[src/rtl/spi_reg_bank_rx_pkg.sv]
// Shared constants and FSM state type for the SPI write-only register bank.
// Register addresses, frame length and the receiver state enum.
package spi_reg_pkg;

   localparam int unsigned FRAME_BITS = 16;
   localparam int unsigned NUM_REGS   = 5;

   localparam logic [6:0] ADDR_OUT_LO = 7'd0;
   localparam logic [6:0] ADDR_OUT_HI = 7'd1;
   localparam logic [6:0] ADDR_PWM_LO = 7'd2;
   localparam logic [6:0] ADDR_PWM_HI = 7'd3;
   localparam logic [6:0] ADDR_DUTY   = 7'd4;

   typedef enum logic {
      IDLE  = 1'b0,
      SHIFT = 1'b1
   } state_e;

endpackage

[src/rtl/spi_reg_bank_rx_if.sv]
// SPI pin and register-output bundle between the pads, the receiver and the PWM stage.
interface spi_reg_bank_rx_if;

   logic       nCS;
   logic       SCLK;
   logic       COPI;
   logic [7:0] en_reg_out_7_0;
   logic [7:0] en_reg_out_15_8;
   logic [7:0] en_reg_pwm_7_0;
   logic [7:0] en_reg_pwm_15_8;
   logic [7:0] pwm_duty_cycle;
   logic       wr_strobe;
   logic       frame_err;

   modport master (
      output nCS, SCLK, COPI,
      input  en_reg_out_7_0, en_reg_out_15_8, en_reg_pwm_7_0, en_reg_pwm_15_8,
      input  pwm_duty_cycle, wr_strobe, frame_err
   );

   modport slave (
      input  nCS, SCLK, COPI,
      output en_reg_out_7_0, en_reg_out_15_8, en_reg_pwm_7_0, en_reg_pwm_15_8,
      output pwm_duty_cycle, wr_strobe, frame_err
   );

endinterface

[src/rtl/spi_reg_bank_rx_sync_ff.sv]
// Multi-flop synchronizer for one asynchronous pin, with a configurable reset value.
module sync_ff #(
   parameter int unsigned STAGES  = 2,
   parameter logic        RST_VAL = 1'b0
) (
   input  logic clk,
   input  logic rst,
   input  logic d,
   output logic q
);

   logic [STAGES-1:0] ff_q;

   always_ff @(posedge clk or posedge rst) begin
      if (rst) begin
         ff_q <= {STAGES{RST_VAL}};
      end else begin
         ff_q <= {ff_q[STAGES-2:0], d};
      end
   end

   assign q = ff_q[STAGES-1];

endmodule

[src/rtl/spi_reg_bank_rx.sv]
// SPI mode-0 write-only receiver: synchronizes the pins, shifts 16-bit frames and
// commits valid writes into five 8-bit control registers.
module spi_reg_bank_rx #(
   parameter int unsigned SYNC_STAGES = 2,
   parameter int unsigned FRAME_BITS  = 16,
   parameter int unsigned MAX_ADDR    = 4
) (
   input logic             clk,
   input logic             rst,
   spi_reg_bank_rx_if.slave bus
);

   import spi_reg_pkg::*;

   localparam logic [4:0] CNT_FULL = 5'(FRAME_BITS);
   localparam logic [4:0] CNT_SAT  = 5'(FRAME_BITS + 1);

   logic ncs_s, sclk_s, copi_s;
   logic ncs_q, sclk_q;
   logic ncs_fall, ncs_rise, sclk_rise;

   state_e                state_q;
   logic [FRAME_BITS-1:0] shift_q;
   logic [4:0]            cnt_q;
   logic [7:0]            regs_q [NUM_REGS];
   logic                  wr_strobe_q, frame_err_q;

   logic       evaluate, frame_ok, addr_ok, rw, do_write;
   logic [6:0] addr;
   logic [7:0] data;

   sync_ff #(.STAGES(SYNC_STAGES), .RST_VAL(1'b1)) u_sync_ncs (
      .clk(clk), .rst(rst), .d(bus.nCS), .q(ncs_s)
   );
   sync_ff #(.STAGES(SYNC_STAGES), .RST_VAL(1'b0)) u_sync_sclk (
      .clk(clk), .rst(rst), .d(bus.SCLK), .q(sclk_s)
   );
   sync_ff #(.STAGES(SYNC_STAGES), .RST_VAL(1'b0)) u_sync_copi (
      .clk(clk), .rst(rst), .d(bus.COPI), .q(copi_s)
   );

   always_comb begin
      ncs_fall  = ncs_q & ~ncs_s;
      ncs_rise  = ~ncs_q & ncs_s;
      sclk_rise = ~sclk_q & sclk_s;
      rw        = shift_q[FRAME_BITS-1];
      addr      = shift_q[FRAME_BITS-2 -: 7];
      data      = shift_q[7:0];
      evaluate  = (state_q == SHIFT) && ncs_rise;
      frame_ok  = (cnt_q == CNT_FULL);
      addr_ok   = ({25'd0, addr} <= MAX_ADDR);
      do_write  = evaluate && frame_ok && rw && addr_ok;
   end

   always_ff @(posedge clk or posedge rst) begin
      if (rst) begin
         ncs_q       <= 1'b1;
         sclk_q      <= 1'b0;
         state_q     <= IDLE;
         shift_q     <= '0;
         cnt_q       <= '0;
         wr_strobe_q <= 1'b0;
         frame_err_q <= 1'b0;
         for (int i = 0; i < NUM_REGS; i++) regs_q[i] <= '0;
      end else begin
         ncs_q       <= ncs_s;
         sclk_q      <= sclk_s;
         wr_strobe_q <= do_write;
         frame_err_q <= evaluate && !frame_ok;
         if (do_write) begin
            case (addr)
               ADDR_OUT_LO: regs_q[0] <= data;
               ADDR_OUT_HI: regs_q[1] <= data;
               ADDR_PWM_LO: regs_q[2] <= data;
               ADDR_PWM_HI: regs_q[3] <= data;
               ADDR_DUTY:   regs_q[4] <= data;
               default: ;
            endcase
         end
         case (state_q)
            IDLE: begin
               if (ncs_fall) begin
                  state_q <= SHIFT;
                  shift_q <= '0;
                  cnt_q   <= '0;
               end
            end
            SHIFT: begin
               if (ncs_rise) begin
                  state_q <= IDLE;
               end else if (sclk_rise) begin
                  shift_q <= {shift_q[FRAME_BITS-2:0], copi_s};
                  // Saturate so long frames stay distinguishable from exact ones.
                  if (cnt_q != CNT_SAT) cnt_q <= cnt_q + 5'd1;
               end
            end
            default: state_q <= IDLE;
         endcase
      end
   end

   assign bus.en_reg_out_7_0  = regs_q[0];
   assign bus.en_reg_out_15_8 = regs_q[1];
   assign bus.en_reg_pwm_7_0  = regs_q[2];
   assign bus.en_reg_pwm_15_8 = regs_q[3];
   assign bus.pwm_duty_cycle  = regs_q[4];
   assign bus.wr_strobe       = wr_strobe_q;
   assign bus.frame_err       = frame_err_q;

endmodule

[src/flat_wrapper.sv]
// flat-port wrapper written by rule: the top's interface ports become plain ports
module spi_reg_bank_rx_flat import spi_reg_pkg::*;
#(
   parameter int unsigned SYNC_STAGES = 2,
   parameter int unsigned FRAME_BITS  = 16,
   parameter int unsigned MAX_ADDR    = 4
)
  (clk, rst, bus_nCS, bus_SCLK, bus_COPI, bus_en_reg_out_7_0, bus_en_reg_out_15_8, bus_en_reg_pwm_7_0, bus_en_reg_pwm_15_8, bus_pwm_duty_cycle, bus_wr_strobe, bus_frame_err);
  spi_reg_bank_rx_if bus_i ();
  input logic clk;
  input logic rst;
  input wire logic [$bits(bus_i.nCS)-1:0] bus_nCS;
  input wire logic [$bits(bus_i.SCLK)-1:0] bus_SCLK;
  input wire logic [$bits(bus_i.COPI)-1:0] bus_COPI;
  output wire logic [$bits(bus_i.en_reg_out_7_0)-1:0] bus_en_reg_out_7_0;
  output wire logic [$bits(bus_i.en_reg_out_15_8)-1:0] bus_en_reg_out_15_8;
  output wire logic [$bits(bus_i.en_reg_pwm_7_0)-1:0] bus_en_reg_pwm_7_0;
  output wire logic [$bits(bus_i.en_reg_pwm_15_8)-1:0] bus_en_reg_pwm_15_8;
  output wire logic [$bits(bus_i.pwm_duty_cycle)-1:0] bus_pwm_duty_cycle;
  output wire logic [$bits(bus_i.wr_strobe)-1:0] bus_wr_strobe;
  output wire logic [$bits(bus_i.frame_err)-1:0] bus_frame_err;
  assign bus_i.nCS = bus_nCS;
  assign bus_i.SCLK = bus_SCLK;
  assign bus_i.COPI = bus_COPI;
  assign bus_en_reg_out_7_0 = bus_i.en_reg_out_7_0;
  assign bus_en_reg_out_15_8 = bus_i.en_reg_out_15_8;
  assign bus_en_reg_pwm_7_0 = bus_i.en_reg_pwm_7_0;
  assign bus_en_reg_pwm_15_8 = bus_i.en_reg_pwm_15_8;
  assign bus_pwm_duty_cycle = bus_i.pwm_duty_cycle;
  assign bus_wr_strobe = bus_i.wr_strobe;
  assign bus_frame_err = bus_i.frame_err;
  spi_reg_bank_rx #(.SYNC_STAGES(SYNC_STAGES), .FRAME_BITS(FRAME_BITS), .MAX_ADDR(MAX_ADDR)) u_core (.clk(clk), .rst(rst), .bus(bus_i));
endmodule
[config.mk]
export PLATFORM = sky130hd
export DESIGN_NAME = spi_reg_bank_rx_flat
export DESIGN_NICKNAME = d
export VERILOG_FILES = /design/src/rtl/spi_reg_bank_rx_pkg.sv /design/src/rtl/spi_reg_bank_rx_if.sv /design/src/rtl/spi_reg_bank_rx_sync_ff.sv /design/src/rtl/spi_reg_bank_rx.sv /design/src/flat_wrapper.sv
export SDC_FILE = /design/constraint.sdc
export NUM_CORES = 1
export LEC_CHECK = 0
export CAP_MARGIN = 40
export CORE_MARGIN = 1.5
export CORE_UTILIZATION = 45
export CTS_CLUSTER_DIAMETER = 30
export DETAILED_ROUTE_END_ITERATION = 16
export PLACE_DENSITY = 0.65
export SETUP_SLACK_MARGIN = 0.2
export SKIP_LAST_GASP = 1
export SYNTH_ARGS = -nofsm -noshare
export SYNTH_HDL_FRONTEND = slang
export SYNTH_SLANG_ARGS = --single-unit
[constraint.sdc]
create_clock -name clk -period 2.6 [get_ports clk]
set_clock_uncertainty 0.2 [all_clocks]
set_input_delay 0.39 -clock clk [delete_from_list [all_inputs] [get_ports clk]]
set_output_delay 0.39 -clock clk [all_outputs]
set_load 0.005 [all_outputs]
==> impl_metrics.json, run 1 <==
{
  "drc": 0,
  "crit_path_max_incr_delay_ns": 0.41,
  "grt_pass1_wl_mm": 8.27,
  "vias_per_cell": 5.01,
  "relSlewSlack": 0.570,
  "vias": 1773,
  "die_area_mm2": 0.00686,
  "final-setup-viol-count": 0,
  "powerDensity_mw_per_mm2": 604,
  "antenna_found_initial": 0,
  "cap_viol_max_count": 0,
  "dieWidth_um": 82.8,
  "synthCells": 216,
  "maxSlewViolCount": 0,
  "grt_remaining_overflow": 0,
  "rsz0062_at_grt": "no",
  "grtUsageTotal": 0.168,
  "final_cell_mix": "dfrtp_1 (69), clkdlybuf4s50_1 (46), mux2_2 (39)",
  "p_leak_nw": 1.71,
  "dr.pass1.iters": 4,
  "io_pins": 47,
  "cp-end-kind": "flop",
  "yosys_warnings": 0,
  "start_kind": "flop",
  "min_period_over_period": 0.853,
  "cts_sinks": 72,
  "hpwlAfterDp_mm": 3.39,
  "cp_max_fo": 8,
  "tightest_slew_ns": 0.643,
  "chipHeight_um": 82.8,
  "io_buffers": 46,
  "drive_above_1_share": 0.269,
  "fin_tns_setup_ns": 0,
  "path_class": "flop to flop",
  "fin_nets": 282,
  "final_cells": 354,
  "worstRegToRegCells": 7,
  "hold-path-cell-count": 0,
  "synthToLayoutAreaGrowth_pct": 29.1,
  "setup_ws_ns": 0.383,
  "core_mm2": 0.00603,
  "timing.hold.ws_ns": 0.152,
  "cts_inserted_buffers": 9,
  "crit_path_top_delay_cell": "dfrtp_1",
  "vdd_ir_drop_max_v": 0.000362,
  "place_inst": 336,
  "globalplace.congestion": 0.706,
  "drt_wl_total_mm": 5.17,
  "clk_pin_slew_ns": 0.07,
  "clk_latency_ns": 0.34,
  "drt_iter0_markers": 116,
  "final_common_cell": "dfrtp_1",
  "hold_viol": 0,
  "wire_per_inst_um": 14.6,
  "fmax_ghz": 0.451,
  "utilization": 0.614,
  "syn_avg_cell_area_um2": 13.3,
  "place_ws_ns": 0.290,
  "cp_cell_sequence": "inv_1 > ha_1 > and4bb_2 > nand4b_4 > nor3b_4 > buf_12 > mux2_2",
  "clockRootBuffer": "clkbuf_8",
  "grt_start_max_net_pins": 73,
  "ys_seq_area_frac": 0.630,
  "syn_area_mm2": 0.00287,
  "clock_path_buffers": 2,
  "tritoncts": "done",
  "n_antenna_cell": 0,
  "syn_nets": 224,
  "grt_pass1_vias": 1633,
  "arrival_ns": 2.24,
  "htreeDepth": 3,
  "start_util": 0.475,
  "yosys.cell_types.count": 32,
  "row_count": 28,
  "critPathRequiredTime_ns": 2.62,
  "holdCritPathClass": "flop to flop",
  "synth_seq_cells": 72,
  "antenna_left": 0,
  "outcome": "complete, no violations",
  "period_needed_ns": 2.22,
  "r2r_setup_slack_ns": 0.38
}
## per-stage QoR
| stage | power, mW | area [µm²] |
|---|---|---|
| 2_1_floorplan | 1.33 | 2870 |
| 4_1_cts | 2.27 | 3650 |
| 6_report | 2.23 | 3700 |
| 3_5_place_dp | 1.39 | 3460 |
| 5_1_grt | 2.34 | 3700 |
| 3_3_place_gp | 1.38 | 3460 |
## cells by family (layout without fill, tap and decap cells)
logic type	Yosys count	after routing	synth area share
flip-flops	72	72	0.630
AND/OR/NAND/NOR	64	64	0.131
multiplexers	42	42	0.164
AO/OA/AOI/OAI	24	24	0.0445
buffers and inverters	10	73	0.0135
adder cells (fa/ha/maj)	3	3	0.0131
XOR/XNOR	1	1	0.00306
## where the power goes
group	internal, mW	leakage [nW]	switching, mW	total, mW
Clock	0.468	0.0993	0.400	0.868
Combinational	0.0545	0.633	0.0902	0.145
Sequential	1.16	0.976	0.0585	1.22
Total	1.68	1.71	0.549	2.23
## worst paths after layout
check,from,end
worst max-delay path,u_core.cnt_q[0],u_core.bus.en_reg_pwm_7_0[2]
worst min-delay path,u_core.u_sync_sclk.ff_q[0],u_core.u_sync_sclk.ff_q[1]
worst max register to register,u_core.cnt_q[0],u_core.bus.en_reg_pwm_7_0[2]
worst min register to register,u_core.u_sync_sclk.ff_q[0],u_core.u_sync_sclk.ff_q[1]
max in group asynchronous,rst,u_core.ncs_q
min in group asynchronous,rst,u_core.cnt_q[3]
## sequential cells by signal, summed over array words and instances, names as in the netlist, 5 cells and up
name,flops
u_core.bus.pwm_duty_cycle,8
u_core.bus.en_reg_out_7_0,8
u_core.bus.en_reg_out_15_8,8
u_core.bus.en_reg_pwm_7_0,8
u_core.shift_q,16
u_core.bus.en_reg_pwm_15_8,8
u_core.cnt_q,5
## worst max-delay path: cells and delay by family (launching register included)
kind	cells	cell delay, ns
buffers and inverters	2	0.26
and+or+nand+nor	3	0.76
DFF	1	0.41
muxes	1	0.33
adders and majority gates	1	0.15
## final cells by class
cell class,count,area (µm²)
Sequential cell,72,1810
Multi-Input combinational cell,134,1030
Tap cell,75,93.8
Clock buffer,11,141
Fill cell,483,2330
Inverter,4,18.8
Clock inverter,5,56.3
Timing Repair Buffer,53,551
## routing by layer
layer  global-route usage  vias to the layer above  share of wire
met5                    0                        -              0
met4               0.0950                        0          0.025
met1                0.253                      854           0.52
met2                0.216                       45           0.40
met3               0.0459                       10          0.050
li1                     -                      864              -
## synth_stat cells
library cell | count | area, µm²
a31oi_1 | 2 | 12.5
nand4b_1 | 1 | 8.76
nand2b_1 | 1 | 6.26
ha_1 | 3 | 37.5
inv_1 | 4 | 15.0
a21oi_1 | 3 | 15.0
nor2_2 | 2 | 12.5
o21ai_0 | 18 | 90.1
nor2b_1 | 3 | 18.8
nand4_2 | 1 | 12.5
nand2_1 | 38 | 143
nor3b_4 | 2 | 37.5
or2_2 | 1 | 6.26
nand3b_1 | 1 | 7.51
a311o_1 | 1 | 10.0
and3_1 | 1 | 6.26
dfrtp_1 | 69 | 1730
nor3_1 | 1 | 5.00
nand4b_4 | 1 | 23.8
clkbuf_1 | 5 | 18.8
nand4_1 | 2 | 12.5
or3_1 | 1 | 6.26
nor4b_4 | 1 | 23.8
xor2_1 | 1 | 8.76
mux2_1 | 1 | 11.3
nor2_1 | 3 | 11.3
dfstp_2 | 3 | 78.8
and4bb_2 | 1 | 12.5
mux2_2 | 39 | 439
mux2i_1 | 2 | 20.0
buf_2 | 1 | 5.00
nor3b_1 | 3 | 22.5
## what timing repair did
item                                    4_1_cts  5_1_grt
hold buffers                                  0        0
setup buffers                                 0        2
gates resized for setup                       0        1
endpoints found under the setup margin        0       18
Note: power is estimated with default switching activity, not from simulation.
==> run 2, diff against run 1 <==
PLACE_DENSITY = 0.71   (was 0.65)
==> run 2 against run 1 <==
  * Wire length rose by 8.0%
  * Power is 8.6% higher
  * Clock power grew 21%
  * Non-clock buffer count up 2
  * Cell area is 1.4% higher
  * Critical path type unchanged
  * Register-to-register slack gained 0.04 ns
  * Largest cell class unchanged
  * Sequential share of layout area is 0.68 points lower
  * Fmax is 1.6% higher
  * Clock-buffer cell count is the same
  * Via count is 4.5% higher
==> impl_metrics.json, run 2 (synthesis results as in run 1) <==
{
  "grt_remaining_overflow": 0,
  "fin_tns_setup_ns": 0,
  "cp_max_fo": 8,
  "placed_cell_area_mm2": 0.00347,
  "holdCritPathClass": "flop to flop",
  "critPathRequiredTime_ns": 2.63,
  "final-setup-viol-count": 0,
  "final_cell_area_mm2": 0.00375,
  "clk_pin_slew_ns": 0.08,
  "antenna_found_initial": 0,
  "die_area_mm2": 0.00686,
  "top_register": "u_core.shift_q",
  "grtUsageTotal": 0.185,
  "cts_inserted_buffers": 9,
  "hold_viol": 0,
  "cp_cell_sequence": "inv_1 > ha_1 > and4bb_2 > nand4b_4 > nor3b_4 > buf_12 > mux2_2",
  "clk_latency_ns": 0.34,
  "setup_ws_ns": 0.418,
  "clockRootBuffer": "clkbuf_8",
  "cp-end-kind": "flop",
  "row_count": 28,
  "fillCellCount": 495,
  "io_pins": 47,
  "arrival_ns": 2.21,
  "cts-hold-fix-buffers": 0,
  "antenna_left": 0,
  "grt_pass1_vias": 1816,
  "start_kind": "flop",
  "htreeDepth": 3,
  "dieWidth_um": 82.8,
  "drt_wl_total_mm": 5.58,
  "crit_path_max_incr_delay_ns": 0.41,
  "synthToLayoutAreaGrowth_pct": 30.9,
  "cap_viol_max_count": 0,
  "clock_path_buffers": 2,
  "fin_nets": 284,
  "period_needed_ns": 2.18,
  "wire_per_inst_um": 15.7,
  "path_class": "flop to flop",
  "tritoncts": "done",
  "chipHeight_um": 82.8,
  "dr.pass1.iters": 4,
  "p_leak_nw": 1.74,
  "path_delay_family": "simple AND/OR/NAND/NOR gates",
  "drt_iter0_markers": 77,
  "rsz0062_at_grt": "no",
  "hpwlAfterDp_mm": 3.82,
  "grt_start_max_net_pins": 33,
  "cts_sinks": 72,
  "drc": 0,
  "core_mm2": 0.00603,
  "maxSlewViolCount": 0,
  "relSlewSlack": 0.597,
  "grt_pass1_wl_mm": 9.03,
  "largest_register_ffs": 16,
  "powerDensity_mw_per_mm2": 647,
  "cp_num_buf_inv": 2,
  "final_common_cell": "dfrtp_1",
  "vias_per_cell": 5.20,
  "fmax_ghz": 0.458,
  "place_ws_ns": 0.306,
  "final_cell_mix": "dfrtp_1 (69), clkdlybuf4s50_1 (46), mux2_2 (39)",
  "drive_above_1_share": 0.270,
  "n_antenna_cell": 0,
  "vdd_ir_drop_max_v": 0.000381,
  "min_period_over_period": 0.839,
  "outcome": "complete, no violations",
  "tightest_slew_ns": 0.603,
  "crit_path_top_delay_cell": "dfrtp_1",
  "io_buffers": 46,
  "start_util": 0.475,
  "vias": 1852,
  "globalplace.congestion": 0.759
}
run 2: layer usage:
layer,part of all wire,track usage,vias up,wire [µm]
met5,0,0,-,0
met3,0.046,0.0525,7,256
met1,0.46,0.242,935,2590
li1,-,-,869,-
met4,0.016,0.0800,0,89
met2,0.47,0.287,41,2640
run 2: timing repair:
action / 4_1_cts / 5_1_grt
endpoints found under the setup margin: 0 / 19
resized for setup: 0 / 1
setup buffers: 0 / 2
run 2: final timing paths:
kind,cells past startpoint,start,slack (ns),end
setup / recovery,7,u_core.cnt_q[0],0.42,u_core.bus.en_reg_pwm_7_0[6]
hold / removal,0,u_core.u_sync_copi.ff_q[0],0.16,u_core.u_sync_copi.ff_q[1]
setup reg to reg,7,u_core.cnt_q[0],0.42,u_core.bus.en_reg_pwm_7_0[6]
hold reg to reg,0,u_core.u_sync_copi.ff_q[0],0.16,u_core.u_sync_copi.ff_q[1]
max in group asynchronous,3,rst,1.34,u_core.u_sync_ncs.ff_q[0]
min in group asynchronous,2,rst,0.27,u_core.shift_q[12]
run 2: layout make-up:
cell class	count	area (µm²)	area share
multi-input combinational	134	1030	0.275
clock buffer	11	131	0.0350
tap	75	93.8	0.0250
timing repair buffer	55	566	0.151
clock inverter	5	104	0.0277
sequential	72	1810	0.481
inverter	4	18.8	0.00500
run 2: worst register-to-register path, cell delays in order, from the launching register on:
cell,delay (ns)
dfrtp_1,0.41
inv_1,0.10
ha_1,0.15
and4bb_2,0.29
nand4b_4,0.19
nor3b_4,0.26
buf_12,0.15
mux2_2,0.33
run 2: power by group:
part | leakage (nW) | switching [mW] | internal, mW
clock network | 0.118 | 0.412 | 0.640
registers | 0.976 | 0.0547 | 1.16
logic | 0.642 | 0.0982 | 0.0588
total | 1.74 | 0.565 | 1.86
run 2: stage by stage:
step | hold WS (ns) | instances | utilization | total power, mW
2_1_floorplan | 0.131 | 216 | - | 1.33
3_3_place_gp | 0.133 | 338 | 0.576 | 1.39
3_5_place_dp | 0.150 | 338 | 0.576 | 1.40
4_1_cts | 0.165 | 354 | 0.615 | 2.45
5_1_grt | 0.166 | 356 | 0.623 | 2.55
6_report | 0.159 | 356 | 0.623 | 2.43
